--- config.mk ---
export PLATFORM = sky130hd
export DESIGN_NAME = axis_tx_arbiter
export DESIGN_NICKNAME = d
export VERILOG_FILES = /design/src/rtl/axis_tx_arbiter.sv
export SDC_FILE = /design/constraint.sdc
export NUM_CORES = 1
export LEC_CHECK = 0
export ABC_CLOCK_PERIOD_IN_PS = 2400
export CORE_AREA = 4 4 92 94
export DETAILED_ROUTE_END_ITERATION = 12
export DIE_AREA = 0 0 96 98
export PLACE_DENSITY = 0.83
export SYNTH_ARGS = -nofsm -noshare
export SYNTH_HDL_FRONTEND = slang
export SYNTH_SLANG_ARGS = --single-unit
export TNS_END_PERCENT = 10
--- constraint.sdc ---
create_clock -name clk -period 2.4 [get_ports clk]
set_input_delay 0.48 -clock clk [delete_from_list [all_inputs] [get_ports clk]]
set_output_delay 0.48 -clock clk [all_outputs]
set_load 0.01 [all_outputs]
--- src/rtl/axis_tx_arbiter.sv ---
// axis_tx_arbiter: packet-atomic 2:1 AXI-Stream arbiter feeding the TX FIFO.
// Port 0 carries Zynq data, port 1 carries locally generated info packets.
//
// Ports:
//   clk, rst           single clock, asynchronous active-high reset
//   s0_axis_*          Zynq stream slave (tdata/tlast/tvalid/tready)
//   s1_axis_*          info stream slave (tdata/tlast/tvalid/tready)
//   m_axis_*           merged stream master, registered (one-stage pipeline)
//   grant              one-hot current owner, 00 while arbitrating
//   pkt_cnt0/pkt_cnt1  completed packets per port, wrapping counters
//
// Parameters:
//   DATA_WIDTH     tdata width on all ports
//   PRIORITY_MODE  0 = round-robin, 1 = port 1 always wins arbitration
//   CNT_WIDTH      width of each packet counter

module axis_tx_arbiter #(
    parameter int DATA_WIDTH    = 32,
    parameter int PRIORITY_MODE = 0,
    parameter int CNT_WIDTH     = 16
) (
    input  logic                  clk,
    input  logic                  rst,

    input  logic [DATA_WIDTH-1:0] s0_axis_tdata,
    input  logic                  s0_axis_tlast,
    input  logic                  s0_axis_tvalid,
    output logic                  s0_axis_tready,

    input  logic [DATA_WIDTH-1:0] s1_axis_tdata,
    input  logic                  s1_axis_tlast,
    input  logic                  s1_axis_tvalid,
    output logic                  s1_axis_tready,

    output logic [DATA_WIDTH-1:0] m_axis_tdata,
    output logic                  m_axis_tlast,
    output logic                  m_axis_tvalid,
    input  logic                  m_axis_tready,

    output logic [1:0]            grant,
    output logic [CNT_WIDTH-1:0]  pkt_cnt0,
    output logic [CNT_WIDTH-1:0]  pkt_cnt1
);

    // Encoding doubles as the one-hot grant vector, so grant comes
    // straight from the state flops.
    typedef enum logic [1:0] {
        IDLE   = 2'b00,
        GRANT0 = 2'b01,
        GRANT1 = 2'b10
    } state_t;

    state_t state_q;
    state_t state_d;

    // 0: port 0 wins a tie, 1: port 1 wins a tie (round-robin only)
    logic   rr_pref_q;

    logic   out_free;
    logic   acc0;
    logic   acc1;
    logic   pick1;

    // ------------------------------------------------------------------
    // State register
    // ------------------------------------------------------------------
    always_ff @(posedge clk or posedge rst) begin
        if (rst) begin
            state_q <= IDLE;
        end else begin
            state_q <= state_d;
        end
    end

    // ------------------------------------------------------------------
    // Next-state logic
    // ------------------------------------------------------------------
    always_comb begin
        state_d = state_q;
        // Port 1 takes the arbitration when it is the only requester,
        // when fixed priority is selected, or when it holds the tie.
        pick1   = s1_axis_tvalid &&
                  ((PRIORITY_MODE != 0) || !s0_axis_tvalid || rr_pref_q);
        case (state_q)
            IDLE: begin
                if (pick1) begin
                    state_d = GRANT1;
                end else if (s0_axis_tvalid) begin
                    state_d = GRANT0;
                end
            end
            GRANT0: begin
                if (acc0 && s0_axis_tlast) begin
                    state_d = IDLE;
                end
            end
            GRANT1: begin
                if (acc1 && s1_axis_tlast) begin
                    state_d = IDLE;
                end
            end
            default: begin
                state_d = IDLE;
            end
        endcase
    end

    // ------------------------------------------------------------------
    // Output logic
    // ------------------------------------------------------------------
    always_comb begin
        // The output register can take a beat when empty or draining.
        out_free       = !m_axis_tvalid || m_axis_tready;
        s0_axis_tready = (state_q == GRANT0) && out_free;
        s1_axis_tready = (state_q == GRANT1) && out_free;
        acc0           = s0_axis_tvalid && s0_axis_tready;
        acc1           = s1_axis_tvalid && s1_axis_tready;
        grant          = state_q;
    end

    // ------------------------------------------------------------------
    // Output register
    // ------------------------------------------------------------------
    always_ff @(posedge clk or posedge rst) begin
        if (rst) begin
            m_axis_tvalid <= 1'b0;
            m_axis_tdata  <= '0;
            m_axis_tlast  <= 1'b0;
        end else if (acc0) begin
            m_axis_tvalid <= 1'b1;
            m_axis_tdata  <= s0_axis_tdata;
            m_axis_tlast  <= s0_axis_tlast;
        end else if (acc1) begin
            m_axis_tvalid <= 1'b1;
            m_axis_tdata  <= s1_axis_tdata;
            m_axis_tlast  <= s1_axis_tlast;
        end else if (m_axis_tready) begin
            m_axis_tvalid <= 1'b0;
        end
    end

    // ------------------------------------------------------------------
    // Round-robin pointer and packet counters
    // ------------------------------------------------------------------
    always_ff @(posedge clk or posedge rst) begin
        if (rst) begin
            rr_pref_q <= 1'b0;
            pkt_cnt0  <= '0;
            pkt_cnt1  <= '0;
        end else begin
            if (acc0 && s0_axis_tlast) begin
                rr_pref_q <= 1'b1;
                pkt_cnt0  <= pkt_cnt0 + CNT_WIDTH'(1);
            end
            if (acc1 && s1_axis_tlast) begin
                rr_pref_q <= 1'b0;
                pkt_cnt1  <= pkt_cnt1 + CNT_WIDTH'(1);
            end
        end
    end

    // ------------------------------------------------------------------
    // Design invariants
    // ------------------------------------------------------------------
    a_grant_onehot: assert property (
        @(posedge clk) disable iff (rst) $onehot0(grant)
    );

    a_ready_exclusive: assert property (
        @(posedge clk) disable iff (rst)
        !(s0_axis_tready && s1_axis_tready)
    );

    a_hold_stable: assert property (
        @(posedge clk) disable iff (rst)
        (m_axis_tvalid && !m_axis_tready) |=>
        (m_axis_tvalid && $stable(m_axis_tdata) && $stable(m_axis_tlast))
    );

endmodule

After elaboration in Yosys (flattened, before gate mapping)
Cells that the tools add are included.
{"block": "word_totals", "register_bits": 69, "in_bits": 71, "output_inout_bits": 70, "word_cells": 44}
{"block": "classes", "add_sub_neg": 2, "eq_ne": 5, "muxes": 14, "reduce_logical": 16}
{"op": "$mux W32", "count": 2}
{"op": "$add A16 B1 Y16 const B", "count": 2}
{"op": "$mux W2", "count": 4}
{"op": "$logic_and A1 B1 Y1", "count": 7}
{"op": "$mux W1", "count": 7}
{"op": "$pmux W2 S3", "count": 1}
{"op": "$reduce_bool A2 Y1", "count": 2}
{"op": "$ne A3 B3 Y1 const B", "count": 1}
{"op": "$reduce_and A3 Y1", "count": 1}
{"op": "$reduce_bool A3 Y1", "count": 1}
{"op": "$eq A2 B1 Y1 const B", "count": 1}
{"op": "$eq A2 B2 Y1 const B", "count": 1}
{"op": "$logic_not A1 Y1", "count": 2}
{"op": "$logic_not A2 Y1", "count": 1}
{"op": "$logic_or A1 B1 Y1", "count": 2}
{"op": "$ne A2 B1 Y1 const B", "count": 1}
{"op": "$ne A2 B2 Y1 const B", "count": 1}

Logic depth before layout (Yosys ltp)
Gate-level depths: netlist (run 1).
{"block": "depth", "word_depth": 7, "depth_mapped": 7, "depth_no_buf": 5}

Least setup slack after synthesis (run 1)
No wires, ideal clock.
{"block": "synth_timing", "path_type": "reg2reg", "startpoint": "register m_axis_tvalid", "endpoint": "register pkt_cnt1[6]", "setup_time_ns": 0.128, "arrival_time_ns": 1.686, "t_required_ns": 2.272, "path_slack_ns": 0.586, "stages_incl_launch_ff": 7, "path_buffers": 2, "period_less_slack_ns": 1.814, "cell_sequence": "dfrtp_1 -> nor2b_4 -> buf_6 -> or3_1 -> buf_6 -> or3_4 -> xnor2_2"}
{"block": "synth_via", "elab_chain_cells": 5}
{"element": "start: declaration", "line": "37", "text": "output logic m_axis_tvalid,"}
{"element": "start signal: assignment", "line": "126", "text": "m_axis_tvalid <= 1'b0;"}
{"element": "start signal: assignment", "line": "130", "text": "m_axis_tvalid <= 1'b1;"}
{"element": "start signal: assignment", "line": "134", "text": "m_axis_tvalid <= 1'b1;"}
{"element": "$logic_not A1 Y1", "line": "113", "text": "out_free = !m_axis_tvalid || m_axis_tready;"}
{"element": "$logic_or A1 B1 Y1", "line": "113"}
{"element": "$logic_and A1 B1 Y1", "line": "115", "text": "s1_axis_tready = (state_q == GRANT1) && out_free;"}
{"element": "$logic_and A1 B1 Y1", "line": "117", "text": "acc1 = s1_axis_tvalid && s1_axis_tready;"}
{"element": "$logic_and A1 B1 Y1", "line": "155", "text": "if (acc1 && s1_axis_tlast) begin"}
{"element": "end signal: assignment", "line": "157", "text": "pkt_cnt1 <= pkt_cnt1 + CNT_WIDTH'(1);"}
{"element": "end: declaration", "line": "42", "text": "output logic [CNT_WIDTH-1:0] pkt_cnt1"}
Every way passes these cells.
A chain may end at the register's enable or synchronous reset.

Final worst setup path (run 1)
{"block": "layout_timing", "startpoint": "input port m_axis_tready", "endpoint": "output port s0_axis_tready"}
{"block": "layout_via", "elab_chain_cells": 2}
{"element": "start: declaration", "line": "38", "text": "input logic m_axis_tready,"}
{"element": "$logic_or A1 B1 Y1", "line": "113"}
{"element": "$logic_and A1 B1 Y1", "line": "114", "text": "s0_axis_tready = (state_q == GRANT0) && out_free;"}
{"element": "end: declaration", "line": "28", "text": "output logic s0_axis_tready,"}
Every way passes these cells.

==> results of run 1 <==
-- repair_timing --
action | 4_1_cts | 5_1_grt
gates resized for setup | 1 | 0
endpoints found under the setup margin | 1 | 0
buffers inserted | 0 | 0
-- final timing paths --
kind	slack [ns]	startpoint	end	depth (start not counted)
max in group asynchronous	1.27	rst	pkt_cnt0[11]	3
min	0.48	pkt_cnt0[15]	pkt_cnt0[15]	1
min in group asynchronous	0.51	rst	m_axis_tdata[13]	2
min reg2reg	0.48	pkt_cnt0[15]	pkt_cnt0[15]	1
max	0.12	m_axis_tready	s0_axis_tready	4
max reg2reg	0.56	grant[0]	pkt_cnt1[8]	5
-- layout make-up --
type / instances / area, um^2 / share of cell area, %
Clock buffer: 10 / 137.6 / 2.777
Clock inverter: 6 / 86.33 / 1.742
Inverter: 6 / 22.52 / 0.4544
Multi-Input combinational cell: 238 / 1334 / 26.91
Sequential cell: 69 / 1727 / 34.84
Tap cell: 102 / 127.6 / 2.575
Timing Repair Buffer: 151 / 1521 / 30.70
-- critical path, cell delays in order --
cell and delay [ns]:
clkdlybuf4s50_1 0.51, nor2b_4 0.09, nor3_2 0.15, clkdlybuf4s50_1 0.56
-- routing by layer --
metal,GRT usage (%),wire length (um)
met1,21.88,3351
met2,31.12,4193
met3,6.086,645
met5,0,0
met4,6.236,139
-- state kept, by name, summed over array words and instances (netlist names) --
| name | count |
|---|---|
| m_axis_tlast | 1 |
| rr_pref_q | 1 |
| pkt_cnt1 | 16 |
| m_axis_tdata | 32 |
| m_axis_tvalid | 1 |
| pkt_cnt0 | 16 |
| grant | 2 |
-- per-stage QoR --
step | hold WS (ns) | util (%)
2_1_floorplan | 0.4925 | -
3_3_place_gp | 0.4587 | 61.81
3_5_place_dp | 0.4785 | 61.81
4_1_cts | 0.4932 | 64.81
5_1_grt | 0.5074 | 64.81
6_report | 0.4809 | 64.81
-- cells by family after synthesis --
group	count (synthesis)
AND/OR/NAND/NOR	164
buffers and inverters	22
XOR/XNOR	30
AO/OA/AOI/OAI	40
multiplexers	2
adder cells (fa/ha/maj)	2
flip-flops	69
-- layout by cell type, fill, tap and decap left out, types with 2 or more instances in the layout --
cell type	Yosys	layout
a21oi_1	5	5
a31oi_1	32	32
and2_1	2	2
and3_1	2	2
and4_1	2	2
buf_12	0	3
buf_4	0	8
bufinv_16	0	2
clkbuf_8	0	10
clkdlybuf4s50_1	0	140
clkinv_2	0	2
dfrtp_1	69	69
ha_1	2	2
inv_1	6	5
mux2_2	2	2
nand2_1	77	77
nand3_1	14	13
nand4_1	10	10
nor2_1	38	38
nor3_1	5	3
nor3_2	0	2
nor4_1	3	3
nor4_2	3	3
or3_1	2	2
xnor2_1	22	22
xor2_1	7	7
-- where the power goes --
group          total (mW)  switching [mW]  leakage [nW]  internal (mW)
registers            1.85           0.299         0.868           1.55
logic                2.03           0.906          1.12           1.13
clock network        1.05           0.434         0.112          0.611
total                4.93            1.64          2.10           3.29
==> reports/results.ini, run 1 <==
[clock_network]
clkSlewWorstSetupHoldPaths_ns=0.08
clkLatencyLatePin_ns=0.34
root_buffer=clkbuf_8
cts_sinks=69
clk_path_buf_depth=2
cts_tree=yes
postCtsHoldBufs=0
ctsHtreeMaxLevel=3
cts_made_buffers=9

[pwr]
ir_drop_mv=0.5706
cellLeakagePower_nw=2.100
p_total_mw=4.930
p_per_area_nw_per_um2=994.7

[timing]
timing.final.max_slew_violations=0
fin_crit_sh_pct=94.88
tightest_slew_ns=0.6258
fin_crit_ns=2.277
hold_viol=0
relSlewSlack_pct=57.96
finalSetupViolations=0
rsz0062_at_grt=false
fin_ws_ns=0.1229
setup_tns_ns=0
fmax_mhz=439.2
skew_ns=0.008364

[routing]
drc=0
drt.antenna.violating_nets=0
wl_mm=8.330
wl_per_cell_um=14.31
viasPerCell=4.952
vias=2882
drt_iter0_drc=81
drt_first_pass_iters=4

[floorplanning]
rows=32
num_io_pins=141
fp.dieW_um=96
dieArea_um2=9408
core_um2=7647
die_h_um=98
start_util_pct=41.10

[yosys]
ys_ff_latch=69
synth_top_family_by_area=simple AND/OR/NAND/NOR gates
synth_common_cells=nand2_1, dfrtp_1, nor2_1
synth_edf_count=0
synth_xor_area_share_pct=8.599
yosysMostFrequentCell=nand2_1
yosys.area.top_type=dfrtp_1
synthFlopType=dfrtp_1
ys_warn_count=0
ys_seq_area_share_pct=54.94
synth.avg_cell_area_um2=9.553
synthCells=329
ys_types=32
syn_area_um2=3143
synth.area.top_cells=dfrtp_1, nand2_1, a31oi_1, xnor2_1, nor2_1
synthAdderAreaFrac_pct=0.7962
synth_top_cell_area_share_pct=54.94
synth-simple-area-share_pct=24.00
postSynth.asyncResetShare_pct=100.0
syn-num-nets=402
synth_compound_area_share_pct=7.842
synthMuxAreaShare_pct=0.7166

[hold_path]
min_path_type=register to register

[global_routing]
grt_pass1_wl_mm=13.68
grt_antenna_before_repair=0
grt_max_degree=50
track_usage_pct=18.49
grt-ovfl-total=0
grt_pass1_vias=2873

[place]
placement.cell_area_um2=4727
gp_congestion=0.8330
dp_slack_ns=0.01623
dp.final_hpwl_mm=6.304
place.port_buffers=140
placed_cells=566

[setup_path]
startpoint_type=input pin
crit_arrival_ns=1.80
crit_required_ns=1.92
endpoint_kind=primary output
critPathMaxFanout=10
criticalPathCategory=input pin to primary output

[cells_and_area]
diodes=0
fin_cells=582
final_nets=548
area.growth.synth_to_final_pct=57.68
layout-drive-gt1-share_pct=8.333
num-fill-cells=622
fin_area_um2=4956

[status]
outcome=finished clean

[run]
drv_cap=0

Note: power is estimated with default switching activity, not from simulation.
==> inputs of run 2 (changes only) <==
HOLD_SLACK_MARGIN = 0.12   (was default)
==> results of run 2 <==
Final layout, timing and power as in run 1 (identical DEF).
==> inputs of run 3 (changes only) <==
CORE_AREA = 4 4 102 85   (was 4 4 92 94)
DIE_AREA = 0 0 106 89   (was 0 0 96 98)
==> run 3 against run 2 <==
  * Worst setup slack got worse by 0.0091 ns
  * Cell count rose by 0.86%
  * Combinational power is essentially flat
  * Fmax is 0.40% lower
  * Critical path depth is the same
  * Routed wire length grew 5.0%
  * Sequential cell count unchanged
  * Largest cell class unchanged
==> reports/results.ini, run 3 (synthesis gave the netlist of run 1 again) <==
[cells_and_area]
utilization_pct=63.91
area.growth.synth_to_final_pct=56.41
layout-drive-gt1-share_pct=7.933
layout_commonest_cell=clkdlybuf4s50_1
fin_cells=587
final_nets=547
diodes=0
fin_area_um2=4916
reg_top3=m_axis_tdata: 32 flops, pkt_cnt0: 16 flops, pkt_cnt1: 16 flops
layout.cells.most_common_list=clkdlybuf4s50_1, nand2_1, dfrtp_1
largest_reg_flops=32
top_register=m_axis_tdata

[global_routing]
grt_pass1_vias=2807
grt-ovfl-total=0
grt_max_degree=46
grt_pass1_wl_mm=13.78
track_usage_pct=18.33
grt_antenna_before_repair=0

[setup_path]
crit_path_cell_trace=clkdlybuf4s50_1, nor2b_4, nor2_1, clkdlybuf4s50_1
cp_top_family=buffers and inverters
startpoint_type=input pin
crit_arrival_ns=1.81
critPathMaxFanout=10
critPathMaxStageDelay_ns=0.56
crit_required_ns=1.92
path_common_cell=clkdlybuf4s50_1
cp_slowest_cell=clkdlybuf4s50_1
worst-path-buf-inv=2
endpoint_kind=primary output
criticalPathCategory=input pin to primary output

[place]
gp_congestion=0.7565
placed_cells=571
place.port_buffers=140
dp.final_hpwl_mm=6.589
placement.cell_area_um2=4740

[timing]
relSlewSlack_pct=56.32
setup_tns_ns=0
timing.final.max_slew_violations=0
fin_crit_ns=2.286
fmax_mhz=437.4
rsz0062_at_grt=false
tightest_slew_ns=0.6502
finalSetupViolations=0
fin_crit_sh_pct=95.26
skew_ns=0.01251
hold_viol=0

[clock_network]
postCtsHoldBufs=0
cts_resized=0
cts_setup_buffers=0
ctsHtreeMaxLevel=3
root_buffer=clkbuf_8
cts_made_buffers=9
clkLatencyLatePin_ns=0.34
clkSlewWorstSetupHoldPaths_ns=0.07
cts_tree=yes
clk_path_buf_depth=2
cts_sinks=69

[status]
outcome=finished clean

[routing]
vias=2923
wl_mm=8.744
drt.antenna.violating_nets=0
drt_iter0_drc=78
wl_per_cell_um=14.90
drc=0
viasPerCell=4.980
drt_first_pass_iters=4

[pwr]
p_per_area_nw_per_um2=960.5
ir_drop_mv=0.5633
p_total_mw=4.722
cellLeakagePower_nw=2.077

[floorplanning]
start_util_pct=40.86
dieArea_um2=9434
core_um2=7692
die_h_um=89
rows=29
fp.dieW_um=106
num_io_pins=141

[hold_path]
min_path_type=input pin to asynchronous set/reset pin

[run]
drv_cap=0

[run 3: cell count changes in the layout (fill, tap and decap cells not counted)]
| cell | previous run | this run |
|---|---|---|
| buf_4 | 8 | 6 |
| bufinv_16 | 2 | 0 |
| clkinvlp_4 | 1 | 2 |
| clkinv_2 | 2 | 3 |
| nor3_1 | 3 | 4 |
| buf_12 | 3 | 4 |
| nor3_2 | 2 | 1 |
[run 3: per-stage QoR]
step | hold WS (ns) | worst slack, ns
4_1_cts | 0.4307 | 0.1148
2_1_floorplan | 0.4925 | 0.1801
3_5_place_dp | 0.4711 | 0.1239
3_3_place_gp | 0.4627 | 0.08732
6_report | 0.4327 | 0.1138
5_1_grt | 0.4445 | 0.04631
[run 3: layer usage]
layer	vias up	GRT usage, %	share of wire (%)
met3	4	6.859	8.1
met1	1390	22.20	42
met5	-	0	0
met2	120	32.00	49
met4	0	3.529	0.31
li1	1409	-	-
[run 3: area by class of cell]
| cell class | count | area, um^2 |
|---|---|---|
| inverter | 6 | 22.52 |
| tap | 108 | 135.1 |
| fill | 655 | 2776 |
| multi-input combinational | 238 | 1329 |
| clock inverter | 6 | 38.79 |
| clock buffer | 10 | 137.6 |
| timing repair buffer | 150 | 1526 |
| sequential | 69 | 1727 |
[run 3: power by group]
group / switching, mW / total [mW] / internal (mW)
clock network: 0.437 / 0.836 / 0.399
registers: 0.289 / 1.84 / 1.55
logic: 0.915 / 2.05 / 1.13
[run 3: final timing paths]
| check | cells after the start | to | slack (ns) | start |
|---|---|---|---|---|
| worst max-delay path | 4 | s1_axis_tready | 0.11 | m_axis_tready |
| worst min-delay path | 2 | m_axis_tdata[15] | 0.43 | rst |
| worst max register to register | 5 | pkt_cnt1[9] | 0.53 | grant[0] |
| worst min register to register | 1 | pkt_cnt0[15] | 0.48 | pkt_cnt0[15] |
| max in group asynchronous | 3 | m_axis_tdata[27] | 1.43 | rst |
| min in group clk | 1 | pkt_cnt0[15] | 0.48 | pkt_cnt0[15] |
[run 3: worst register-to-register path, stage by stage (launching register included)]
cell and delay [ns]:
dfrtp_1 0.45, nand2b_2 0.26, or3_1 0.42, buf_4 0.19, nor4_2 0.32, xnor2_1 0.16
